<file path="config.mk">
export PLATFORM = sky130hd
export DESIGN_NAME = blob_motion_ctrl
export DESIGN_NICKNAME = d
export VERILOG_FILES = /design/src/rtl/blob_motion_ctrl.sv
export SDC_FILE = /design/constraint.sdc
export NUM_CORES = 1
export LEC_CHECK = 0
export BUFFER_PORTS_ARGS = -buffer_cell sky130_fd_sc_hd__buf_2
export CORE_MARGIN = 4
export CORE_UTILIZATION = 40
export CTS_CLUSTER_DIAMETER = 60
export DETAILED_ROUTE_END_ITERATION = 16
export GPL_TIMING_DRIVEN = 1
export PLACE_DENSITY = 0.68
export SLEW_MARGIN = 20
export SYNTH_ARGS = -nofsm -noshare
export SYNTH_HDL_FRONTEND = slang
export SYNTH_SLANG_ARGS = --single-unit
</file>
<file path="constraint.sdc">
create_clock -name pixel_clk -period 6.6 [get_ports pixel_clk]
set_clock_uncertainty 0.2 [all_clocks]
set_input_delay 1.32 -clock pixel_clk [delete_from_list [all_inputs] [get_ports pixel_clk]]
set_output_delay 1.32 -clock pixel_clk [all_outputs]
set_load 0.005 [all_outputs]
</file>
<file path="src/rtl/blob_motion_ctrl.sv">
// Per-frame sprite position controller: steps (x, y) by (vx, vy) at the start of
// vertical blanking, bouncing off the screen edges, with a valid/ready reconfiguration port.
module blob_motion_ctrl #(
    parameter int SCREEN_W = 1024,
    parameter int V_ACTIVE = 768,
    parameter int WIDTH    = 110,
    parameter int HEIGHT   = 59,
    parameter int X0       = 0,
    parameter int Y0       = 0,
    parameter int VX0      = 2,
    parameter int VY0      = 1
) (
    input  logic        pixel_clk,
    input  logic        reset_n,
    input  logic [10:0] hcount,
    input  logic [9:0]  vcount,
    input  logic        enable,
    input  logic        cfg_valid,
    output logic        cfg_ready,
    input  logic [3:0]  cfg_vx,
    input  logic [3:0]  cfg_vy,
    input  logic        cfg_load_pos,
    input  logic [10:0] cfg_x,
    input  logic [9:0]  cfg_y,
    output logic [10:0] x,
    output logic [9:0]  y,
    output logic        frame_tick,
    output logic        bounce_x,
    output logic        bounce_y,
    output logic [1:0]  state_dbg
);
    typedef enum logic [1:0] {IDLE, UPD_X, UPD_Y, DONE} state_t;

    localparam logic [10:0] X_LIM   = 11'(SCREEN_W - WIDTH);
    localparam logic [9:0]  Y_LIM   = 10'(V_ACTIVE - HEIGHT);
    localparam logic [9:0]  V_TRIG  = 10'(V_ACTIVE);
    localparam logic [10:0] X_RST   = 11'(X0);
    localparam logic [9:0]  Y_RST   = 10'(Y0);
    localparam logic [3:0]  VX_RST  = 4'(VX0);
    localparam logic [3:0]  VY_RST  = 4'(VY0);

    // cfg: valid/ready handshake; a transfer happens on a rising edge where
    // cfg_valid && cfg_ready, and cfg_ready is high only while the FSM is IDLE.

    state_t      state_q, state_d;
    logic [10:0] x_q, x_d;
    logic [9:0]  y_q, y_d;
    logic [3:0]  vx_q, vx_d;
    logic [3:0]  vy_q, vy_d;
    logic        frame_tick_q, frame_tick_d;
    logic        bounce_x_q, bounce_x_d;
    logic        bounce_y_q, bounce_y_d;
    logic        pend_bx_q, pend_bx_d;
    logic [12:0] nx;
    logic [11:0] ny;

    // -8 has no positive counterpart in 4 bits, so it is folded to -7.
    function automatic logic [3:0] clamp_v(input logic [3:0] v);
        return (v == 4'b1000) ? 4'b1001 : v;
    endfunction

    always_comb begin
        state_d      = state_q;
        x_d          = x_q;
        y_d          = y_q;
        vx_d         = vx_q;
        vy_d         = vy_q;
        pend_bx_d    = pend_bx_q;
        frame_tick_d = 1'b0;
        bounce_x_d   = 1'b0;
        bounce_y_d   = 1'b0;
        nx = {2'b00, x_q} + {{9{vx_q[3]}}, vx_q};
        ny = {2'b00, y_q} + {{8{vy_q[3]}}, vy_q};
        case (state_q)
            IDLE: begin
                pend_bx_d = 1'b0;
                if (cfg_valid) begin
                    vx_d = clamp_v(cfg_vx);
                    vy_d = clamp_v(cfg_vy);
                    if (cfg_load_pos) begin
                        x_d = (cfg_x > X_LIM) ? X_LIM : cfg_x;
                        y_d = (cfg_y > Y_LIM) ? Y_LIM : cfg_y;
                    end
                end
                if (hcount == 11'd0 && vcount == V_TRIG) state_d = UPD_X;
            end
            UPD_X: begin
                if (enable) begin
                    if (nx[12]) begin
                        x_d = 11'd0;
                        vx_d = -vx_q;
                        pend_bx_d = 1'b1;
                    end else if (nx > {2'b00, X_LIM}) begin
                        x_d = X_LIM;
                        vx_d = -vx_q;
                        pend_bx_d = 1'b1;
                    end else begin
                        x_d = nx[10:0];
                    end
                end
                state_d = UPD_Y;
            end
            UPD_Y: begin
                if (enable) begin
                    if (ny[11]) begin
                        y_d = 10'd0;
                        vy_d = -vy_q;
                        bounce_y_d = 1'b1;
                    end else if (ny > {2'b00, Y_LIM}) begin
                        y_d = Y_LIM;
                        vy_d = -vy_q;
                        bounce_y_d = 1'b1;
                    end else begin
                        y_d = ny[9:0];
                    end
                end
                // Both bounce pulses line up with frame_tick in DONE.
                bounce_x_d   = pend_bx_q;
                frame_tick_d = 1'b1;
                state_d      = DONE;
            end
            default: state_d = IDLE;
        endcase
    end

    always_ff @(posedge pixel_clk or negedge reset_n) begin
        if (!reset_n) begin
            state_q      <= IDLE;
            x_q          <= X_RST;
            y_q          <= Y_RST;
            vx_q         <= VX_RST;
            vy_q         <= VY_RST;
            pend_bx_q    <= 1'b0;
            frame_tick_q <= 1'b0;
            bounce_x_q   <= 1'b0;
            bounce_y_q   <= 1'b0;
        end else begin
            state_q      <= state_d;
            x_q          <= x_d;
            y_q          <= y_d;
            vx_q         <= vx_d;
            vy_q         <= vy_d;
            pend_bx_q    <= pend_bx_d;
            frame_tick_q <= frame_tick_d;
            bounce_x_q   <= bounce_x_d;
            bounce_y_q   <= bounce_y_d;
        end
    end

    assign cfg_ready  = (state_q == IDLE);
    assign x          = x_q;
    assign y          = y_q;
    assign frame_tick = frame_tick_q;
    assign bounce_x   = bounce_x_q;
    assign bounce_y   = bounce_y_q;
    assign state_dbg  = state_q;
endmodule

</file>
* Word level (Yosys, flattened, before mapping)
Index checks and enable logic that the tools add are counted. Widths: inputs -> output; s select.
Word-level totals: flip-flop bits (word level) 35, bits of input ports 55, word-level logic and storage cells 77
Cells by class: muxes and demuxes 38, add/sub/neg operators 4, reductions and logical operators 10, order comparisons 4, equal/unequal tests 12
Operators by type and width (count):
- $mux 11 | 6
- $mux 10 | 6
- $mux 4 | 10
- $pmux 11 s2 | 1
- $pmux 10 s2 | 1
- $pmux 4 s2 | 2
- $reduce_and 4->1 | 4
- $add 12x4->13 | 1
- $gt 13x10->1 const B | 1
- $add 11x4->12 | 1
- $gt 12x10->1 const B | 1
- $gt 11x10->1 const B | 1
- $logic_not 11->1 | 1
- $eq 10x10->1 const B | 1
- $gt 10x10->1 const B | 1
- $mux 1 | 9
- $eq 4x4->1 const B | 2
- $neg 4->4 | 2
- $ne 2x2->1 const B | 3
- $ne 3x3->1 const B | 2
- $pmux 2 s3 | 1
- $ne 2x1->1 const B | 2
- $reduce_bool 2->1 | 2
- $reduce_and 3->1 | 1
- other kinds (6) | 6

* Longest topological paths before layout
Gate-level depths: netlist of the first run.
depth in word-level cells 6, depth in mapped cells 12, depth with buffers taken out 11

* Least setup slack after synthesis of the first run
Ideal clock, no wire load.
path kind register -> register, from register vx_q[3], to register vx_q[3], setup slack 3.256 ns, setup time 0.151 ns, path buffers 1, cell stages (with the launch flop) 10, data arrival time 2.993 ns, cells stage by stage dfrtp_1 > ha_1 > a2111o_1 > o2111a_1 > or3b_2 > a2111oi_2 > o211ai_1 > buf_2 > a31oi_1 > a31oi_1
On the way: longest elaborated chain between the ends 5
RTL lines:
- start, declared | RTL line 48 | logic [3:0] vx_q, vx_d;
- start signal, assigned | RTL line 141 | vx_q <= vx_d;
- parallel branches: the longest is 5 deep, another holds $add 12x4->13
Several ways; the timed one is not identified. The select of a mux whose other input is x is not followed. A chain may end at the register's enable or synchronous reset.

* Final worst setup path of the first run
from register vy_q[3], to register y_q[8], in the netlist y[8]
On the way: longest elaborated chain between the ends 6
RTL lines:
- start, declared | RTL line 49 | logic [3:0] vy_q, vy_d;
- start signal, assigned | RTL line 142 | vy_q <= vy_d;
- $add 11x4->12 * | RTL line 73 | ny = {2'b00, y_q} + {{8{vy_q[3]}}, vy_q};
- $gt 12x10->1 | RTL line 109 | end else if (ny > {2'b00, Y_LIM}) begin
- $mux 10 | RTL line 109
- $mux 10 * | RTL line 105 | if (ny[11]) begin
- $mux 10 * | RTL line 104 | if (enable) begin
- $pmux 10 s2 * | RTL line 74 | case (state_q)
- end signal, assigned | RTL line 140 | y_q <= y_d;
- end, declared | RTL line 47 | logic [9:0] y_q, y_d;
Every way passes the cells marked *; elsewhere a longest branch is shown, timed or not. The select of a mux whose other input is x is not followed.

==> run metrics, run 1 <==
status=finished, final reports clean; I/O Pins=82; prevailing post-synth register cell=dfrtp_1; Req. time, crit path=6.60 ns; final setup fails=0; #FFs+latches synth=35; first-pass GRT wire length=14100 um; Clk Latency, worst-skew pair=about 0.29 ns; routed wire length=8470 um; detailed placement HPWL=around 6600 um; worst rel slew slack=0.397; DR WL met3=344 um; highest routed layer=met4; Synth Net Count=468; Max Transition Viols Final=0; all-layer global routing usage=0.176; synthesized area per cell=8.30 um^2; TritonRoute pass-1 iters=5; CTS Buf Count=5; Routability Congestion=0.929; drt drc=0; Antenna diodes=0; clk slew on worst S/H paths=0.08 ns; max_cap viols=0; synth warn=0; Startpoint Class=register; final setup margin=2.70 ns; H-tree depth=2; hold_buf cts=0; Post-Syn Instances=382; Starting DRT DRC Count=135; RSZ-0062 raised after global routing=false; largest net degree at the start of global routing=36; endpoints failing hold=0; height of the die=between 90 and 100 um; Final Cycle Share=0.590; vias per cell=5.75; clk buf depth=2; WL met1=between 3000 and 4000 um; Setup WS pre-CTS=2.73 ns; Max stage delay on crit path=0.61 ns; nets=approximately 540; worst path bufs/invs=0; Max Clk Rate=around 260 MHz; EDFF count, synth=0; CP max stage cell=dfrtp_1; share of cells above drive strength 1=0.221; initial antenna violation count=0; setup_tns=0 ns; fillers=750; met2 routed wirelength=approximately 4200 um; Netlist cell types=66; crit path cell chain=ha_1, or2_0, or3_1, o221a_1, o21ba_1, or4_4, a32oi_2, nand3_1, o221ai_1; Cell Pwr Density=roughly 600 mW/mm^2; vias in the first global route=around 3000; post-layout power=about 0.0022 W; CP delay by family, top=simple AND/OR/NAND/NOR gates; final antenna-violating net count=0; critical path peak fanout=18; register area=878 um^2; CP arrival=3.90 ns; Root Driver=clkbuf_8; grt ovf=0; Min-Delay Path Class=reg2reg; die width=between 90 and 100 um; DR WL/cell=15.1 um; port bufs=81; sequential area share after synthesis=0.277; vias post-DR=approximately 3200; fin crit period=~4 ns; WHS=0.322 ns; core area=0.00773 mm^2; die footprint=0.00941 mm^2; Peak VDD IR=0.229 mV; clk sink count=35; area of the multi-input gates=0.00214 mm^2; critical path class=reg2reg; Initial Utilization=0.410; Post CTS Setup Buffer Count=0; # rows=32; CTS tree=yes; synth-to-layout area growth=17.7%; Worst-Margin Slew=0.900 ns; Cell Area, Synth=0.00317 mm^2; cell leakage power=1.74 nW; post_cts resized=0; Worst Setup End Kind=register; ys async rst share=1.00
-- area by class of cell --
type / count / area share
sequential: 35 / 0.235
inverter: 24 / 0.0242
clock buffer: 6 / 0.0195
timing repair buffer: 81 / 0.109
clock inverter: 2 / 0.00335
tap: 102 / 0.0342
multi-input combinational: 310 / 0.575
-- worst paths after layout --
| kind | slack [ns] | end | depth (start not counted) | from |
|---|---|---|---|---|
| min in group asynchronous | 0.93 | x[0] | 1 | reset_n |
| max in group asynchronous | 4.73 | y[4] | 1 | reset_n |
| setup / recovery | 2.70 | y[8] | 9 | vy_q[3] |
| setup reg to reg | 2.70 | y[8] | 9 | vy_q[3] |
| hold / removal | 0.32 | bounce_x | 1 | pend_bx_q |
| hold reg to reg | 0.32 | bounce_x | 1 | pend_bx_q |
-- worst register-to-register path, cell delays in order, from the launching register on --
cell,delay (ns)
dfrtp_1,0.61
ha_1,0.36
or2_0,0.25
or3_1,0.33
o221a_1,0.25
o21ba_1,0.19
or4_4,0.48
a32oi_2,0.53
nand3_1,0.33
o221ai_1,0.29
-- power by group --
part           internal [W]  switching [W]
Sequential         0.000319       0.000120
Clock             0.0000739      0.0000832
Combinational      0.000699       0.000947
-- placed cells by master, fill, tap and decap left out, types with 3 or more instances in the layout --
| cell | n |
|---|---|
| o211ai_1 | 4 |
| nor3_1 | 7 |
| xor2_1 | 10 |
| nand2_1 | 26 |
| o21ai_0 | 33 |
| nor3b_1 | 3 |
| ha_1 | 29 |
| or3_1 | 7 |
| nor2_1 | 33 |
| o31ai_1 | 3 |
| o22ai_1 | 4 |
| or2_2 | 3 |
| inv_1 | 24 |
| o21a_1 | 5 |
| xnor2_1 | 3 |
| nand4_1 | 3 |
| clkbuf_8 | 5 |
| a311oi_1 | 3 |
| nand2b_1 | 10 |
| a21o_1 | 6 |
| a21oi_1 | 26 |
| a221o_1 | 5 |
| a211oi_1 | 8 |
| a31oi_1 | 10 |
| nor2b_1 | 3 |
| a22oi_1 | 8 |
| buf_2 | 81 |
| nor4_1 | 4 |
| nand3_1 | 8 |
| dfrtp_1 | 33 |
-- flip-flops by register name, summed over array words and instances (netlist names) --
register	cells
y	10
frame_tick	1
pend_bx_q	1
bounce_x	1
state_dbg	2
vx_q	4
vy_q	4
x	11
bounce_y	1
-- cell families (layout without fill, tap and decap cells) --
group	count (synthesis)	after routing	share of synthesized area
compound gates	143	143	0.311
simple gates	121	121	0.195
flops	35	35	0.277
fa+ha+maj	31	31	0.127
xor+xnor	13	13	0.0359
buf+inv	37	113	0.0466
mux	2	2	0.00632
-- cell usage after synthesis, types with 2 or more instances --
library cell  count  area [um^2]
o31ai_1           3         22.5
a21oi_1          26          130
a311oi_1          3         26.3
nor3_1            7         35.0
a211oi_1          8         60.1
o311ai_0          2         17.5
nor2_1           33          124
o221ai_1          2         17.5
nand4_1           3         18.8
clkbuf_1         10         37.5
a211o_1           2         17.5
a22oi_1           8         60.1
or2_2             3         18.8
nor2b_1           3         18.8
nor3b_1           3         22.5
xnor2_1           3         26.3
a2111oi_0         2         17.5
or3b_2            2         17.5
a2111o_1          2         22.5
a221o_1           5         50.1
o22ai_1           4         25.0
o211ai_1          4         30.0
a31oi_1          10         62.6
nand2b_1         10         62.6
dfrtp_1          33          826
dfstp_2           2         52.6
o21a_1            5         37.5
and3_1            2         12.5
fa_1              2         40.0
a21o_1            6         45.0
o21ai_0          34          170
inv_1            24         90.1
nor4_1            4         25.0
and2_1            2         12.5
o22a_1            2         17.5
ha_1             29          363
nand3_1           8         40.0
mux2i_1           2         20.0
or4_1             2         15.0
xor2_1           10         87.6
nand2_1          26         97.6
or3_1             7         43.8
-- layer usage --
layer  vias to the layer above  GRT usage
met4                         0     0.0497
met1                      1550      0.227
li1                       1590          -
met5                         -          0
met3                        12     0.0310
met2                        67      0.300
-- through the flow --
step | utilization | instances | instance area, um^2
floorplan | - | 382 | 3170
global placement | 0.472 | 552 | 3640
detailed placement | 0.472 | 552 | 3640
CTS | 0.483 | 560 | 3730
global route | 0.483 | 560 | 3730
finish | 0.483 | 560 | 3730
(Power assumes the default switching activity.)
==> run 2, diff against run 1 <==
ABC_AREA = 1   (was not set)
PLACE_DENSITY = 0.7   (was 0.68)
clock period = 3.27 ns   (was 6.6 ns; I/O delays follow)
==> run 2 against run 1 <==
Global-route usage is 1.4 points higher. Design area grew 10%. Clock-buffer cell count is 1 lower. Synthesized cell count grew 42%. First-iteration DRC count grew 77%. Final cell count is 31% higher. Via count is 16% higher. Die area grew 9.1%. Critical path depth rose by 6. Sequential cell count did not move. Register-to-register slack got worse by 2.3 ns. Highest routed layer unchanged.
==> run metrics, run 2 <==
CP delay by family, top=simple AND/OR/NAND/NOR gates; routed wire length=9480 um; worst rel slew slack=0.440; endpoints failing hold=0; cell with the most instances after synthesis=nand2_1; critical path depth=15; all-layer global routing usage=0.190; Final Cycle Share=0.864; Clk Latency, worst-skew pair=0.30 ns; I/O Pins=82; CP max stage cell=dfstp_2; post_cts resized=0; EDFF count, synth=0; critical path class=reg2reg; CP endpoint=vy_q[3]; Min-Delay Path Class=in2async; GR Layer Usage met3=0.0372; Most common cell on crit path=nand2_1; worst path bufs/invs=2; register area=878 um^2; Synth Net Count=627; Worst-Margin Slew=0.840 ns; # rows=33; ys async rst share=1.00; vias post-DR=3750; share of cells above drive strength 1=0.207; Max Transition Viols Final=0; final antenna-violating net count=0; R2R cell count=15; clk sink count=35; CP arrival=roughly 2.9 ns; grt ovf=0; Post CTS Setup Buffer Count=0; sequential area share after synthesis=0.252; largest net degree at the start of global routing=36; cell leakage power=2.27 nW; Max stage delay on crit path=0.55 ns; TritonRoute pass-1 iters=5; height of the die=between 100 and 150 um; clk buf depth=2; synthesized area per cell=roughly 6.4 um^2; Req. time, crit path=3.31 ns; vias per cell=approximately 5.1; Cell Area, Synth=0.00348 mm^2; hold_buf cts=0; die footprint=0.0103 mm^2; setup_tns=0 ns; Antenna diodes=0; placed cell count=about 730; Routability Congestion=0.910; crit path cell chain=ha_1, inv_1, fa_1, inv_1, nand3_1, nand2_1, nand2_1, nand2_1, xor2_1, nand2_1, nand2_1, nand3_1, nand2_1, nand2_1, nand2_1; synth-to-layout area growth=18.1%; critical path peak fanout=11; detailed placement HPWL=7830 um; clk slew on worst S/H paths=0.09 ns; first-pass GRT wire length=15900 um; Root Driver=clkbuf_8; CTS tree=yes; post-route cell area=roughly 0.0041 mm^2; fin cells=between 700 and 800; area of the multi-input gates=0.00224 mm^2; worst r2r src=vy_q[0]; die width=between 100 and 150 um; Worst Setup End Kind=register; GRT met1 Usage=0.262; Post-Syn Instances=541; RSZ-0062 raised after global routing=false; GR peak layer=met2; vias in the first global route=around 3500; prevailing post-synth register cell=dfrtp_1; most frequent cells in the layout=nand2_1, buf_2, inv_1, nor2_1, nand3_1; Peak VDD IR=0.561 mV; placed inst area=0.00402 mm^2; CTS Buf Count=5; FF-to-FF End=vy_q[3]; max reg flops=11; initial antenna violation count=0; Netlist cell types=36; nets=713; crit path from=vy_q[0]; final setup fails=0; H-tree depth=2; drt drc=0; status=finished, final reports clean; Starting DRT DRC Count=between 200 and 250; fin crit period=2.82 ns; DR WL/cell=12.9 um; synth top area cells=dfrtp_1, nand2_1, ha_1; Startpoint Class=register; Cell Pwr Density=1230 mW/mm^2; synth warn=0; #FFs+latches synth=35; Synth top cells by count=nand2_1, inv_1, nor2_1; port bufs=81; core area=0.00834 mm^2; reg-to-reg setup timing slack=0.45 ns; most common cell after layout, fill and taps aside=nand2_1; max_cap viols=0; top cell type by total area after synthesis=dfrtp_1; fillers=868; Initial Utilization=0.418; Max Clk Rate=354 MHz; area share of the largest cell type after synthesis=0.237; grt met2 use=0.304
[run 2: cell count changes in the layout (fill, tap and decap cells not counted), sizes merged, moves of 6 or more]
cell / change
nand2: +142
nor2: +37
o21ai: -18
nand2b: -10
buf: +6
a21oi: +12
inv: +61
a21o: -6
or3: -7
nand3b: +8
nand4: +8
nand3: +31
a211oi: -8
a22oi: -6
[run 2: cells by family after synthesis]
family / after synthesis / synth area share
compound gates: 67 / 0.111
xor+xnor: 9 / 0.0226
fa+ha+maj: 31 / 0.116
buf+inv: 93 / 0.103
flops: 35 / 0.252
simple gates: 306 / 0.395
[run 2: through the flow]
step	hold WS, ns	power, W	util	setup WS, ns
2_1_floorplan	0.158	0.00385	-	0.901
3_3_place_gp	0.275	0.00461	0.482	0.581
3_5_place_dp	0.279	0.00471	0.482	0.489
4_1_cts	0.285	0.00506	0.493	0.458
5_1_grt	0.312	0.00571	0.493	0.142
6_report	0.261	0.00507	0.493	0.446
[run 2: how the worst min path moves through the flow]
stage	startpoint	to	slack [ns]	cells after the start
after global placement	vx_q[1]	vx_q[1]	0.28	2
after floorplan	reset_n	bounce_x	0.16	0
after global routing	vx_q[1]	vx_q[1]	0.31	2
after CTS	reset_n	bounce_x	0.29	1
after detailed placement	pend_bx_q	bounce_x	0.28	2
final	reset_n	vy_q[2]	0.26	1
[run 2: cell type report]
type,count,share of cell area
Clock buffer,5,0.0167
Clock inverter,3,0.00487
Inverter,85,0.0776
Multi-Input combinational cell,413,0.546
Sequential cell,35,0.214
Tap cell,105,0.0319
Timing Repair Buffer,87,0.110
[run 2: metal layers]
metal	up-vias	routed length, um
li1	1913	-
met1	1693	4320
met2	128	4330
met3	16	687
met4	0	146
met5	-	0
[run 2: worst register-to-register path, stage by stage (launching register included)]
cell and delay, ns:
dfstp_2 0.55, ha_1 0.16, inv_1 0.05, fa_1 0.40, inv_1 0.09, nand3_1 0.08
nand2_1 0.10, nand2_1 0.05, nand2_1 0.08, xor2_1 0.18, nand2_1 0.08, nand2_1 0.26
nand3_1 0.21, nand2_1 0.15, nand2_1 0.06, nand2_1 0.07
[run 2: power breakdown]
part	total (W)	internal (W)	switching, W
Sequential	0.000865	0.000647	0.000218
Clock	0.000326	0.000148	0.000178
Combinational	0.00388	0.00141	0.00246
==> run 3, diff against run 2 <==
PLACE_DENSITY = not set   (was 0.7)
PLACE_DENSITY_LB_ADDON = 0.1   (was not set)
==> run 3 against run 2 <==
Sequential power barely moved. Fmax fell by 1.0%. Combinational power hardly changed. Sequential share of layout area hardly changed. Hold slack got worse by 0.0043 ns. Highest routed layer unchanged.
==> run metrics, run 3 (synthesis results as in run 2) <==
die footprint=0.0103 mm^2; H-tree depth=2; Post CTS Setup Buffer Count=0; Starting DRT DRC Count=approximately 160; CP arrival=slightly below 3 ns; I/O Pins=82; synth-to-layout area growth=18.2%; GR peak layer=met2; crit path cell chain=ha_1, inv_1, fa_1, inv_1, nand3_1, nand2_1, nand2_1, nand2_1, xor2_1, nand2_1, nand2_1, nand3_1, nand2_1, nand2_1, nand2_1; most frequent cells in the layout=nand2_1, buf_2, inv_1, nor2_1, nand3_1; critical path peak fanout=11; worst r2r src=vy_q[0]; endpoints failing hold=0; vias in the first global route=between 3000 and 4000; first-pass GRT wire length=16300 um; final setup fails=0; R2R cell count=15; setup_tns=0 ns; Max stage delay on crit path=0.55 ns; Final Cycle Share=0.873; FF-to-FF End=vy_q[3]; critical path class=reg2reg; Startpoint Class=register; clk buf depth=2; DR WL/cell=13.2 um; all-layer global routing usage=0.196; fin cells=730; max reg flops=11; Clk Latency, worst-skew pair=0.29 ns; CP max stage cell=dfstp_2; GR Layer Usage met3=0.0296; Min-Delay Path Class=in2async; reg-to-reg setup timing slack=0.42 ns; largest net degree at the start of global routing=36; Cell Pwr Density=between 1000 and 1500 mW/mm^2; status=finished, final reports clean; Req. time, crit path=3.30 ns; Max Transition Viols Final=0; Antenna diodes=0; post_cts resized=0; Initial Utilization=0.418; Peak VDD IR=0.426 mV; Root Driver=clkbuf_8; grt met2 use=0.307; worst rel slew slack=0.445; Most common cell on crit path=nand2_1; routed wire length=9660 um; most common cell after layout, fill and taps aside=nand2_1; drt drc=0; CTS tree=yes; max_cap viols=0; vias post-DR=3670; nets=710; core area=0.00834 mm^2; Max Clk Rate=350 MHz; CP delay by family, top=simple AND/OR/NAND/NOR gates; height of the die=between 100 and 150 um; CTS Buf Count=5; RSZ-0062 raised after global routing=false; TritonRoute pass-1 iters=5; Worst-Margin Slew=0.832 ns; # rows=33; Worst Setup End Kind=register; clk sink count=35; cell leakage power=2.28 nW; final antenna-violating net count=0; detailed placement HPWL=around 8000 um; worst path bufs/invs=2; port bufs=81; Routability Congestion=0.848; GRT met1 Usage=0.287; share of cells above drive strength 1=0.203; initial antenna violation count=0; fin crit period=2.85 ns; die width=101 um; hold_buf cts=0; clk slew on worst S/H paths=0.08 ns; grt ovf=0; placed cell count=about 720; vias per cell=5.03
-- run 3: cell count changes in the layout (fill, tap and decap cells not counted), sizes merged --
cell	change
buf	-3
clkbuf	+1
bufinv	+1
clkinvlp	-2
-- run 3: metal layers --
layer  vias up  part of all wire
met1      1660              0.50
met2       115              0.43
met4         0            0.0077
met3         5             0.057
li1       1890                 -
met5         -                 0
-- run 3: metrics by stage --
step	power [W]	instance area, um^2	util	setup WS, ns	hold WS [ns]
final	0.00514	4120	0.494	0.417	0.257
after global routing	0.00576	4120	0.494	0.0926	0.310
after CTS	0.00515	4120	0.494	0.422	0.290
after detailed placement	0.00469	4000	0.480	0.457	0.288
after global placement	0.00465	4000	0.480	0.580	0.283
after floorplan	0.00385	3480	-	0.901	0.158
-- run 3: worst max-delay path by stage --
stage,from,to,slack (ns),depth (start not counted)
after floorplan,vy_q[0],y[0],0.90,15
after global placement,vy_q[0],vy_q[3],0.58,15
after detailed placement,vy_q[0],vy_q[1],0.46,15
after CTS,vy_q[0],vy_q[3],0.42,15
after global routing,vy_q[0],vy_q[3],0.09,15
final,vy_q[0],vy_q[3],0.42,15
-- run 3: report_power, final --
part	switching (W)	internal, W
logic	0.00247	0.00138
clock network	0.000178	0.000247
registers	0.000219	0.000647
total	0.00287	0.00227
-- run 3: cell type report --
type	count	area [um^2]
inverters	85	319
flip-flops and latches	35	878
clock inverters	2	35.0
repair buffers	84	428
well taps	105	131
clock buffers	6	82.6
fillers	897	4220
multi-input cells	413	2240
